[config.mk]
export PLATFORM = sky130hd
export DESIGN_NAME = tx_upsampler_stream
export DESIGN_NICKNAME = d
export VERILOG_FILES = /design/src/rtl/tx_up_pkg.sv /design/src/rtl/tx_up_fifo.sv /design/src/rtl/tx_upsampler_stream.sv
export SDC_FILE = /design/constraint.sdc
export NUM_CORES = 1
export LEC_CHECK = 0
export CAP_MARGIN = 10
export CORE_MARGIN = 3
export CORE_UTILIZATION = 55
export DETAILED_ROUTE_END_ITERATION = 10
export GPL_ROUTABILITY_DRIVEN = 0
export PLACE_DENSITY = 0.78
export SLEW_MARGIN = 20
export SYNTH_ARGS = -nofsm -noshare
export SYNTH_HDL_FRONTEND = slang
export SYNTH_HIERARCHICAL = 1
export SYNTH_SLANG_ARGS = --single-unit
[constraint.sdc]
create_clock -name clk -period 5.6 [get_ports clk]
set_input_delay 0.84 -clock clk [delete_from_list [all_inputs] [get_ports clk]]
set_output_delay 0.84 -clock clk [all_outputs]
set_load 0.005 [all_outputs]
[src/rtl/tx_up_pkg.sv]
// Shared types and helpers for the TX I/Q upsampler stream block.
// Mode and state encodings plus the factor lookup used by the output stage.
package tx_up_pkg;

    typedef enum logic [1:0] {
        ZERO   = 2'b00,
        HOLD   = 2'b01,
        BYPASS = 2'b10,
        RSVD   = 2'b11
    } mode_e;

    typedef enum logic [1:0] {
        IDLE  = 2'b00,
        RUN   = 2'b01,
        DRAIN = 2'b10
    } state_e;

    localparam int unsigned RST_LOG2F = 1;

    // Bypass always runs 1:1 regardless of the latched exponent.
    function automatic int unsigned factor_of(input int unsigned log2f, input mode_e mode);
        if (mode == BYPASS) begin
            return 32'd1;
        end
        return 32'd1 << log2f;
    endfunction

endpackage

[src/rtl/tx_up_fifo.sv]
// Synchronous FIFO with registered occupancy; pointers wrap modulo DEPTH.
// Push is dropped when full and pop is ignored when empty.
module tx_up_fifo
    import tx_up_pkg::*;
#(
    parameter int WIDTH = 33,
    parameter int DEPTH = 16,
    localparam int AW   = $clog2(DEPTH),
    localparam int LVW  = $clog2(DEPTH) + 1
) (
    input  logic             clk,
    input  logic             rst_n,
    input  logic             push,
    input  logic [WIDTH-1:0] wdata,
    input  logic             pop,
    output logic [WIDTH-1:0] rdata,
    output logic             full,
    output logic             empty,
    output logic [LVW-1:0]   level
);

    logic [WIDTH-1:0] mem_q [DEPTH];
    logic [AW-1:0]    wr_ptr_q, wr_ptr_d;
    logic [AW-1:0]    rd_ptr_q, rd_ptr_d;
    logic [LVW-1:0]   level_q, level_d;
    logic             push_ok;
    logic             pop_ok;

    assign full    = (level_q == LVW'(DEPTH));
    assign empty   = (level_q == '0);
    assign level   = level_q;
    assign rdata   = mem_q[rd_ptr_q];
    assign push_ok = push && !full;
    assign pop_ok  = pop && !empty;

    always_comb begin
        wr_ptr_d = wr_ptr_q;
        rd_ptr_d = rd_ptr_q;
        level_d  = level_q;
        if (push_ok) begin
            wr_ptr_d = wr_ptr_q + AW'(1);
        end
        if (pop_ok) begin
            rd_ptr_d = rd_ptr_q + AW'(1);
        end
        // A simultaneous push and pop cancel out in the occupancy count.
        level_d = level_q + LVW'(push_ok) - LVW'(pop_ok);
    end

    always_ff @(posedge clk or negedge rst_n) begin
        if (!rst_n) begin
            wr_ptr_q <= '0;
            rd_ptr_q <= '0;
            level_q  <= '0;
        end else begin
            wr_ptr_q <= wr_ptr_d;
            rd_ptr_q <= rd_ptr_d;
            level_q  <= level_d;
        end
    end

    // Storage needs no reset: the pointers alone decide what is valid.
    always_ff @(posedge clk) begin
        if (push_ok) begin
            mem_q[wr_ptr_q] <= wdata;
        end
    end

endmodule

[src/rtl/tx_upsampler_stream.sv]
// TX I/Q upsampler: per-stream config latch, input FIFO, slot repeater and
// output register with valid/ready on both sides and in_last framing.
module tx_upsampler_stream
    import tx_up_pkg::*;
#(
    parameter int DW        = 16,
    parameter int DEPTH     = 16,
    parameter int MAX_LOG2F = 4,
    parameter int CNT_W     = 16,
    localparam int LW       = $clog2(MAX_LOG2F + 1),
    localparam int LVW      = $clog2(DEPTH) + 1
) (
    input  logic             clk,
    input  logic             rst_n,
    input  logic             in_valid,
    output logic             in_ready,
    input  logic [DW-1:0]    in_i,
    input  logic [DW-1:0]    in_q,
    input  logic             in_last,
    input  logic [1:0]       cfg_mode,
    input  logic [LW-1:0]    cfg_log2f,
    output logic             out_valid,
    input  logic             out_ready,
    output logic [DW-1:0]    out_i,
    output logic [DW-1:0]    out_q,
    output logic             out_last,
    output logic [CNT_W-1:0] sample_count,
    output logic [LVW-1:0]   buffer_level,
    output logic             busy,
    output logic             cfg_err
);

    localparam int RW = (MAX_LOG2F > 0) ? MAX_LOG2F : 1;
    localparam int FW = 2 * DW + 1;

    // Valid/ready: a beat moves on either side exactly on a clock edge where
    // valid and ready are both high; out_* never change while stalled.

    state_e            state_q, state_d;
    mode_e             mode_q, mode_d;
    mode_e             in_mode;
    logic [LW-1:0]     log2f_q, log2f_d;
    logic              cfg_err_q, cfg_err_d;
    logic              rdy_en_q;
    logic              busy_q, busy_d;
    logic [CNT_W-1:0]  cnt_q, cnt_d;

    logic              out_valid_q, out_valid_d;
    logic [DW-1:0]     out_i_q, out_i_d;
    logic [DW-1:0]     out_q_q, out_q_d;
    logic              out_last_q, out_last_d;
    logic [DW-1:0]     hold_i_q, hold_i_d;
    logic [DW-1:0]     hold_q_q, hold_q_d;
    logic              hold_last_q, hold_last_d;
    logic [RW-1:0]     rep_q, rep_d;
    logic              rep_active_q, rep_active_d;

    logic              fifo_full;
    logic              fifo_empty;
    logic              fifo_pop;
    logic [FW-1:0]     fifo_rdata;
    logic [LVW-1:0]    fifo_level;
    logic              f_last;
    logic [DW-1:0]     f_i;
    logic [DW-1:0]     f_q;

    logic              acc;
    logic              idle_acc;
    logic              out_hs;
    logic              load_en;
    logic [RW-1:0]     last_slot;

    assign in_mode   = mode_e'(cfg_mode);
    assign in_ready  = rdy_en_q && (state_q != DRAIN) && !fifo_full;
    assign acc       = in_valid && in_ready;
    assign idle_acc  = acc && (state_q == IDLE);
    assign out_hs    = out_valid_q && out_ready;
    assign load_en   = !out_valid_q || out_ready;
    assign last_slot = RW'(factor_of(32'(log2f_q), mode_q) - 32'd1);
    assign {f_last, f_i, f_q} = fifo_rdata;

    tx_up_fifo #(
        .WIDTH (FW),
        .DEPTH (DEPTH)
    ) u_fifo (
        .clk   (clk),
        .rst_n (rst_n),
        .push  (acc),
        .wdata ({in_last, in_i, in_q}),
        .pop   (fifo_pop),
        .rdata (fifo_rdata),
        .full  (fifo_full),
        .empty (fifo_empty),
        .level (fifo_level)
    );

    // Stream framing and the per-stream configuration latch.
    always_comb begin
        state_d   = state_q;
        mode_d    = mode_q;
        log2f_d   = log2f_q;
        cfg_err_d = cfg_err_q;
        cnt_d     = cnt_q;
        unique case (state_q)
            IDLE: begin
                if (acc) begin
                    state_d = in_last ? DRAIN : RUN;
                end
            end
            RUN: begin
                if (acc && in_last) begin
                    state_d = DRAIN;
                end
            end
            DRAIN: begin
                if (out_hs && out_last_q) begin
                    state_d = IDLE;
                end
            end
            default: state_d = IDLE;
        endcase
        if (idle_acc) begin
            mode_d  = (in_mode == RSVD) ? ZERO : in_mode;
            log2f_d = (cfg_log2f > LW'(MAX_LOG2F)) ? LW'(MAX_LOG2F) : cfg_log2f;
            if ((in_mode == RSVD) || (cfg_log2f > LW'(MAX_LOG2F))) begin
                cfg_err_d = 1'b1;
            end
        end
        if (idle_acc) begin
            cnt_d = '0;
        end else if (out_hs) begin
            cnt_d = cnt_q + CNT_W'(1);
        end
        busy_d = (state_d != IDLE);
    end

    // Output stage: slot 0 pops a fresh sample, later slots replay or zero it.
    always_comb begin
        out_valid_d  = out_valid_q;
        out_i_d      = out_i_q;
        out_q_d      = out_q_q;
        out_last_d   = out_last_q;
        hold_i_d     = hold_i_q;
        hold_q_d     = hold_q_q;
        hold_last_d  = hold_last_q;
        rep_d        = rep_q;
        rep_active_d = rep_active_q;
        fifo_pop     = 1'b0;
        if (load_en) begin
            if (rep_active_q) begin
                out_valid_d  = 1'b1;
                out_i_d      = (mode_q == HOLD) ? hold_i_q : '0;
                out_q_d      = (mode_q == HOLD) ? hold_q_q : '0;
                out_last_d   = hold_last_q && (rep_q == last_slot);
                rep_d        = rep_q + RW'(1);
                rep_active_d = (rep_q != last_slot);
            end else if (!fifo_empty) begin
                fifo_pop     = 1'b1;
                out_valid_d  = 1'b1;
                out_i_d      = f_i;
                out_q_d      = f_q;
                out_last_d   = f_last && (last_slot == '0);
                hold_i_d     = f_i;
                hold_q_d     = f_q;
                hold_last_d  = f_last;
                rep_d        = RW'(1);
                rep_active_d = (last_slot != '0);
            end else begin
                out_valid_d  = 1'b0;
                out_last_d   = 1'b0;
            end
        end
    end

    always_ff @(posedge clk or negedge rst_n) begin
        if (!rst_n) begin
            state_q      <= IDLE;
            mode_q       <= ZERO;
            log2f_q      <= LW'(RST_LOG2F);
            cfg_err_q    <= 1'b0;
            rdy_en_q     <= 1'b0;
            busy_q       <= 1'b0;
            cnt_q        <= '0;
            out_valid_q  <= 1'b0;
            out_i_q      <= '0;
            out_q_q      <= '0;
            out_last_q   <= 1'b0;
            hold_i_q     <= '0;
            hold_q_q     <= '0;
            hold_last_q  <= 1'b0;
            rep_q        <= '0;
            rep_active_q <= 1'b0;
        end else begin
            state_q      <= state_d;
            mode_q       <= mode_d;
            log2f_q      <= log2f_d;
            cfg_err_q    <= cfg_err_d;
            rdy_en_q     <= 1'b1;
            busy_q       <= busy_d;
            cnt_q        <= cnt_d;
            out_valid_q  <= out_valid_d;
            out_i_q      <= out_i_d;
            out_q_q      <= out_q_d;
            out_last_q   <= out_last_d;
            hold_i_q     <= hold_i_d;
            hold_q_q     <= hold_q_d;
            hold_last_q  <= hold_last_d;
            rep_q        <= rep_d;
            rep_active_q <= rep_active_d;
        end
    end

    assign out_valid    = out_valid_q;
    assign out_i        = out_i_q;
    assign out_q        = out_q_q;
    assign out_last     = out_last_q;
    assign sample_count = cnt_q;
    assign buffer_level = fifo_level;
    assign busy         = busy_q;
    assign cfg_err      = cfg_err_q;

endmodule

# Yosys cells after proc, flatten, opt, wreduce, memory -nomap -nowiden
# Memory sizes are Yosys's and may differ from the RTL's.
# Index checks and enable logic that the tools add are counted.
# totals
mem_bits_rw	528
output_inout_bits	58
input_bits	42
regBits	111
mem_count	1
# classes
eq_ne	10
n_reduce_logical	25
bitwise	2
order_cmp	1
mux	30
n_shift	1
addsub	7
# memory_table
memory	depth	word_bits	read_ports	rd_clocked_by_memory_dff	write_ports	line	rtl
u_fifo.mem_q	16	33	1	0	1	tx_up_fifo.sv:22	logic [WIDTH-1:0] mem_q [DEPTH];
# op_table
op	n
16-bit 2-to-1 mux	8
16-bit by 1-bit adder with 16-bit output (second input constant)	1
4-bit by 1-bit adder with 4-bit output (second input constant)	3
1-bit 2-to-1 mux	12
4-bit 2-to-1 mux	3
1-bit logical AND	11
2-bit 2-to-1 mux	5
2-bit equality test (second input constant)	3
2-bit one-hot mux with 3 select lines	1
5-bit by 1-bit adder with 5-bit output	1
5-bit equality test (second input constant)	1
5-bit logical NOT	1
5-bit by 1-bit subtractor with 5-bit output	1
2-bit by 1-bit equality test with 1-bit output (second input constant)	2
4-bit equality test	1
4-bit logical NOT	1
2-bit != test (second input constant)	2
4-bit != test	1
2-bit AND reduction	2
2-bit nonzero test	2
4-bit nonzero test	1
1-bit by 3-bit << shifter with 4-bit output (first input constant)	1
4-bit by 1-bit subtractor with 4-bit output (second input constant)	1
3-bit > comparator (second input constant)	1
6 further kinds	10

# Longest topological paths before layout
# Gate-level depths: netlist of the first run.
# depth
word_depth	8
depth_mapped	18
ltp_nobuf	16

# By module
# Netlist of the first run, hierarchy kept.
# modules_own_cells
mod	instances	seq_area_each_um2	area_per_inst_um2	cells_each
tx_up_fifo	1	16180.5	21421.8	1036
tx_upsampler_stream	1	2453.6	4230.3	418

# Worst setup path before layout of the first run
# Ideal clock, no wire load.
# synth_path
kind	register to register
from	reg u_fifo.level_q[2] (netlist: u_fifo/level[2])
to	mem u_fifo.mem_q[1][0] (enable)
path_buffers	1
arrival_time_ns	4.969
setup_slack_ns	0.125
stages_incl_launch_ff	11
path_cell_list	dfrtp_1 > inv_1 > ha_1 > and4bb_1 > nor2b_1 > a21boi_0 > and2_0 > nor2b_1 > buf_2 > inv_2 > nor4_1
# synth_between
elab_chain_len	7
# synth_rtl
element	line	rtl
start: declaration	tx_up_fifo.sv:25	logic [LVW-1:0] level_q, level_d;
start signal: assignment	tx_up_fifo.sv:58	level_q <= level_d;
5-bit equality test	tx_up_fifo.sv:29	assign full = (level_q == LVW'(DEPTH));
named net fifo_full	tx_upsampler_stream.sv:58	logic fifo_full;
1-bit logical NOT	tx_upsampler_stream.sv:74	assign in_ready = rdy_en_q && (state_q != DRAIN) && !fifo_full;
1-bit logical AND	tx_upsampler_stream.sv:74	
named net in_ready	tx_upsampler_stream.sv:16	output logic in_ready,
1-bit logical AND	tx_upsampler_stream.sv:75	assign acc = in_valid && in_ready;
named net acc	tx_upsampler_stream.sv:67	logic acc;
1-bit logical AND	tx_up_fifo.sv:33	assign push_ok = push && !full;
1-bit 2-to-1 mux	tx_up_fifo.sv:64	if (push_ok) begin
1-bit 2-to-1 mux (implied by the code)	tx_up_fifo.sv:65	mem_q[wr_ptr_q] <= wdata;
end: declaration	tx_up_fifo.sv:22	
# The timed path passes the listed nets, and every way through them passes these cells.

# Worst setup path in the final report of the first run
# layout_path
from	reg u_fifo.level_q[2] (netlist: u_fifo/level[2])
to	mem u_fifo.mem_q[7][10] (enable)
# layout_between
elab_chain_len	7
# layout_rtl
element	line
5-bit equality test	tx_up_fifo.sv:29
named net fifo_full	tx_upsampler_stream.sv:58
1-bit logical NOT	tx_upsampler_stream.sv:74
1-bit logical AND	tx_upsampler_stream.sv:74
1-bit logical AND	tx_upsampler_stream.sv:75
named net acc	tx_upsampler_stream.sv:67
1-bit logical AND	tx_up_fifo.sv:33
1-bit 2-to-1 mux	tx_up_fifo.sv:64
1-bit 2-to-1 mux (implied by the code)	tx_up_fifo.sv:65
# The timed path passes the listed nets, and every way through them passes these cells.

==> impl_metrics.py, run 1 <==
metrics = {
    "status": {
        "outcome": "finished clean",
    },
    "synthesis": {
        "netlist_instances": 1454,
        "yosysWarnings": 6,
        "synth_cell_types": 58,
        "syn_area_per_cell_um2": 17.6,
        "synth-seq-cells": 639,
        "yosysSeqAreaShare_pct": 72.6,
        "synth_area_um2": 25700,
        "synth-edff-count": 528,
        "async_flop_share_pct": 17.4,
        "synth_fp_nets": 1512,
        "synthFlopType": "edfxtp_1",
    },
    "critical_path": {
        "cp-start-kind": "register",
        "r2r_slack_ps": 1560,
        "worstReg2RegStart": "u_fifo/level[2]",
        "crit_type": "register to register",
        "worst_r2r_endpoint": "u_fifo/mem_q[7][10]",
        "crit_path_max_fanout": 33,
        "worstSetupStartpoint": "u_fifo/level[2]",
        "required_ps": 5790,
        "critPathCaptureType": "register",
        "reg2reg_depth": 10,
        "worstPathArrival_ps": 4230,
        "crit_path_end": "u_fifo/mem_q[7][10]",
    },
    "cts": {
        "cts_buffers": 67,
        "post-cts-setup-buffers": 0,
        "cts_hold_buffers": 0,
        "cts_resized": 0,
        "cts_sinks": 639,
        "clockRootBuffer": "clkbuf_16",
        "clock_latency_ps": 580,
        "cts_tree": "built",
        "cts_max_level": 3,
        "clk_pin_slew_ps": 60,
        "cts.path.max_buffers": 3,
    },
    "run": {
        "cap_violations": 0,
    },
    "grt": {
        "grt.busiest_layer": "met2",
        "use_met1_pct": 29.3,
        "grtUsageMet2_pct": 35.0,
        "antenna_found_initial": 0,
        "gr-total-overflow": 0,
        "grt_pass1_vias": 13800,
        "grt_max_degree": 68,
        "grt_usage_pct": 21.0,
        "grt_pass1_wl_um": 80700,
        "met3_usage_pct": 3.55,
    },
    "routing": {
        "wl_per_cell_um": 23.2,
        "drc_errors": 0,
        "vias": 13400,
        "drtPass1Iterations": 9,
        "finalWirelength_um": 51300,
        "via_per_inst": 6.05,
        "ant_nets": 0,
        "drtIter0Drc": 1205,
    },
    "floorplan": {
        "rows": 78,
        "initial_core_util_pct": 56.0,
        "die_x_um": 222,
        "dieArea_um2": 49300,
        "dieHeight_um": 222,
        "io_pins": 100,
        "core_area_um2": 45800,
    },
    "worst_hold_path": {
        "hold_class": "input port to async pin",
    },
    "sta": {
        "fin_crit_ps": 4040,
        "setup-tns-final_ps": 0,
        "fmax_ghz": 0.248,
        "clock-skew-final_ps": 15.6,
        "rsz0062_at_grt": "false",
        "hold_viol": 0,
        "finalSetupViolations": 0,
        "timing.final.ws_setup_ps": 1560,
        "hold_slack_ps": 325,
        "slew_violations": 0,
        "worstMarginPinSlew_ps": 1130,
        "period_share_pct": 72.1,
        "slew_headroom_pct": 24.8,
    },
    "cells_and_area": {
        "fin_cells": 2217,
        "final_area_um2": 29100,
        "antenna_cells": 0,
        "final_nets": 1624,
        "drive_gt1_share_pct": 15.6,
        "syn_to_final_growth_pct": 13.4,
        "final_util_pct": 63.6,
    },
    "power": {
        "p_leak_nw": 10.7,
        "finalPower_mw": 13.8,
        "ir_drop_mv": 0.299,
        "p_per_area_nw_per_um2": 475,
    },
    "placement": {
        "dpl-instance-area_um2": 27000,
        "io_buffers": 99,
        "placedCellCount": 2097,
        "pre_cts_ws_ps": 1640,
        "place_hpwl_um": 29500,
    },
}
## cells in the mapped netlist (3+ instances only)
master      n  area [um^2]
a221oi_1   33          289
a22oi_1    33          248
a222oi_1   31          310
ha_1       15          188
edfxtp_1  528        15900
a21oi_1     4         20.0
nand3b_1    4         30.0
buf_2      15         75.1
nand2_1   150          563
nand3_1    13         65.1
a221oi_2   33          495
o21ai_0    44          220
nand4_1     6         37.5
mux4_2     66         1490
clkbuf_1   27          101
mux2i_1   132         1320
buf_4       9         67.6
buf_6      18          203
nor4_1      6         37.5
inv_1      52          195
and2_1      8         50.1
xnor2_1    14          123
buf_12     12          240
nor2b_1     4         25.0
xor2_1     16          140
nor2_1     30          113
dfrtp_1   110         2750
and3_1      3         18.8
## worst max-delay path, cell delays in order, from the launching register on
cell and delay [ps]:
dfrtp_1 380, inv_1 90, ha_1 210, and4bb_1 220
nor2b_1 140, a21boi_0 270, and2_0 280, nor2b_1 570
inv_2 240, nor3b_2 330, and2_2 910
## cell usage in the layout (no fill, tap or decap), types with 12 or more instances in the layout
cell | Yosys | routed
a221oi_1 | 33 | 33
a221oi_2 | 33 | 33
a222oi_1 | 31 | 31
a22oi_1 | 33 | 33
buf_4 | 9 | 24
clkbuf_1 | 27 | 20
clkbuf_16 | 0 | 71
clkdlybuf4s50_1 | 0 | 98
clkinv_2 | 0 | 12
dfrtp_1 | 110 | 108
edfxtp_1 | 528 | 528
ha_1 | 15 | 15
inv_1 | 52 | 51
mux2i_1 | 132 | 132
mux4_2 | 66 | 66
nand2_1 | 150 | 150
nand3_1 | 13 | 13
nor2_1 | 30 | 26
o21ai_0 | 44 | 44
xnor2_1 | 14 | 14
xor2_1 | 16 | 16
## per-layer routing
metal	part of all wire [%]	wire (um)	vias to the layer above
li1	-	-	5948
met2	50	25600	455
met5	0	0	-
met1	42	21700	6933
met4	1.9	954	0
met3	5.9	3010	84
## sequential cells by signal, indices dropped and copies added (netlist names), 2 cells and up
name	cells
out_i	16
hold_q_q	16
out_q	16
u_fifo/level	5
sample_count	16
u_fifo/rd_ptr_q	4
mode_q	2
u_fifo/wr_ptr_q	4
log2f_q	3
rep_q	4
hold_i_q	16
state_q	2
u_fifo/mem_q	528
## cells by family (layout without fill, tap and decap cells)
kind of cell,count (synthesis),count (layout),synth area share (%)
AOI/OAI and AO/OA,187,187,6.44
xor gates and xnor gates,31,31,1.11
DFF,639,639,72.6
other,1,1,0.0146
and+or+nand+nor,243,243,4.37
buffers and inverters,136,299,3.54
muxes,201,201,11.1
adders and majority gates,16,16,0.810
## power by group
| part | internal, mW | total (mW) | switching [mW] |
|---|---|---|---|
| combinational | 1.62 | 3.65 | 2.03 |
| sequential | 5.64 | 5.99 | 0.351 |
| clock | 2.47 | 4.18 | 1.71 |
## final cells by class
class                   count  area, um^2
multi-input cells         679        6180
well taps                 600         751
inverters                  54         205
clock inverters            25         183
clock buffers              95        1910
fillers                  3094       16700
flip-flops and latches    639       18600
repair buffers            125        1220
## worst min-delay path by stage
stage | from | end
final | rst_n | out_q[3]
after global routing | rst_n | out_q[3]
after CTS | rst_n | out_q[0]
after detailed placement | cfg_err | cfg_err
after global placement | cfg_err | cfg_err
after floorplan | hold_i_q[14] | hold_i_q[14]
Note: power is estimated with default switching activity, not from simulation.
==> run 2, diff against run 1 <==
clock period = 3.23 ns   (was 5.6 ns; I/O delays follow)
==> run 2 against run 1 <==
Die area unchanged. Clock-buffer cell count up 2. Flip-flop and latch count unchanged. Largest cell class unchanged. Highest routed layer unchanged.
==> impl_metrics.py, run 2 (synthesized netlist as in run 1, its figures left out) <==
metrics = {
    "grt": {
        "antenna_found_initial": 0,
        "grt_usage_pct": 22.5,
        "grt_pass1_vias": 14400,
        "gr-total-overflow": 0,
        "grt_pass1_wl_um": 85200,
        "grt_max_degree": 68,
    },
    "routing": {
        "finalWirelength_um": 55200,
        "drtIter0Drc": 1444,
        "wl_per_cell_um": 24.5,
        "ant_nets": 0,
        "drc_errors": 0,
        "drtPass1Iterations": 8,
        "via_per_inst": 6.16,
        "vias": 13900,
    },
    "status": {
        "outcome": "finished clean",
    },
    "cells_and_area": {
        "fill_cells": 3051,
        "largest_reg_flops": 528,
        "regMostFlops": "u_fifo/mem_q",
        "layout_commonest_cell": "edfxtp_1",
        "mostFrequentLayoutCells": "edfxtp_1 (528), nand2_1 (150), mux2i_1 (132), dfrtp_1 (108), clkdlybuf4s50_1 (98)",
        "drive_gt1_share_pct": 17.9,
        "syn_to_final_growth_pct": 15.8,
        "final_area_um2": 29700,
        "antenna_cells": 0,
        "final_nets": 1660,
    },
    "critical_path": {
        "cp-start-kind": "register",
        "worstPathArrival_ps": 3600,
        "critPathCaptureType": "register",
        "crit_path_max_fanout": 7,
        "crit_type": "register to register",
        "required_ps": 3710,
        "reg2reg_depth": 16,
    },
    "cts": {
        "clock_latency_ps": 580,
        "clockRootBuffer": "clkbuf_16",
        "cts.path.max_buffers": 3,
        "cts_max_level": 3,
        "cts_buffers": 66,
        "cts_tree": "built",
        "cts_sinks": 639,
        "clk_pin_slew_ps": 60,
    },
    "power": {
        "p_per_area_nw_per_um2": 822,
        "ir_drop_mv": 0.549,
        "p_leak_nw": 11.0,
    },
    "run": {
        "cap_violations": 0,
    },
    "sta": {
        "worstMarginPinSlew_ps": 864,
        "fin_crit_ps": 3120,
        "rsz0062_at_grt": "true",
        "clock-skew-final_ps": 26.4,
        "fmax_ghz": 0.320,
        "period_share_pct": 96.7,
        "setup-tns-final_ps": 0,
        "hold_slack_ps": 24.2,
        "slew_headroom_pct": 42.4,
        "finalSetupViolations": 0,
        "hold_viol": 0,
        "slew_violations": 0,
    },
    "floorplan": {
        "dieHeight_um": 222,
        "io_pins": 100,
        "rows": 78,
        "die_x_um": 222,
        "dieArea_um2": 49300,
        "initial_core_util_pct": 56.0,
        "core_area_um2": 45800,
    },
    "placement": {
        "io_buffers": 99,
        "place_hpwl_um": 32000,
        "dpl-instance-area_um2": 27500,
    },
    "worst_hold_path": {
        "hold_class": "input port to async pin",
    },
}
==> run 2: changes by cell type in the layout (fill, tap and decap cells not counted), moves of 2 or more <==
cell       before  now
clkbuf_16      71   69
nor4_2          6    2
clkbuf_1       20   18
nor4_4          0    4
buf_4          24   42
clkinv_1        8    6
buf_12          3   22
clkbuf_8        4   10
clkinv_2       12    7
==> run 2: cell type report <==
class	instances	area, um^2	area share [%]
Timing Repair Buffer	162	1740	5.85
Sequential cell	639	18600	62.8
Multi-Input combinational cell	679	6240	21.0
Clock buffer	97	1930	6.50
Tap cell	600	751	2.53
Clock inverter	21	196	0.661
Inverter	54	208	0.699
==> run 2: critical path, cell delays in order, from the launching register on <==
cell      delay [ps]
dfrtp_1          360
inv_1             70
ha_1             200
and4bb_1         240
nor2b_1          150
a21boi_2         200
and2_4           180
nor2b_4          190
inv_4            100
ha_1             290
inv_1             40
ha_1             200
fa_2             380
a21oi_1          140
nor2_1            50
nor2_1           110
xnor2_1          120
==> run 2: worst paths after layout <==
path                                 start                  to  slack, ps
setup / recovery           u_fifo/level[2]     u_fifo/level[4]        110
hold / removal                       rst_n         hold_q_q[7]         20
setup reg to reg           u_fifo/level[2]     u_fifo/level[4]        110
hold reg to reg                    cfg_err             cfg_err        460
max in group asynchronous            rst_n  u_fifo/wr_ptr_q[3]       2410
min in group clk                   cfg_err             cfg_err        460
==> run 2: power breakdown <==
group	switching [mW]	internal, mW	total (mW)
sequential	0.562	9.78	10.3
combinational	3.74	2.97	6.71
clock	2.97	4.39	7.37
total	7.28	17.1	24.4
==> run 2: metrics by stage <==
step	setup WS, ps	util (%)	total power [mW]	instances
after floorplan	-353	-	15.3	1454
after global placement	-70.9	60.2	16.9	2131
after detailed placement	-144	60.2	17.1	2131
after CTS	44.2	64.8	24.5	2249
after global routing	-60.5	64.9	25.5	2252
final	108	64.9	24.4	2252
==> run 2: timing repair <==
item                       CTS  global route
buffers inserted             0             3
hold buffers                 0             0
gates resized for setup      3             2
setup endpoints to repair    9             1
pin swaps                    0             0
==> run 2: layer usage <==
metal  track usage [%]  share of wire, %
met4              6.67               1.9
met5                 0                 0
met1              30.4                40
met3              3.76               7.2
met2              38.0                51
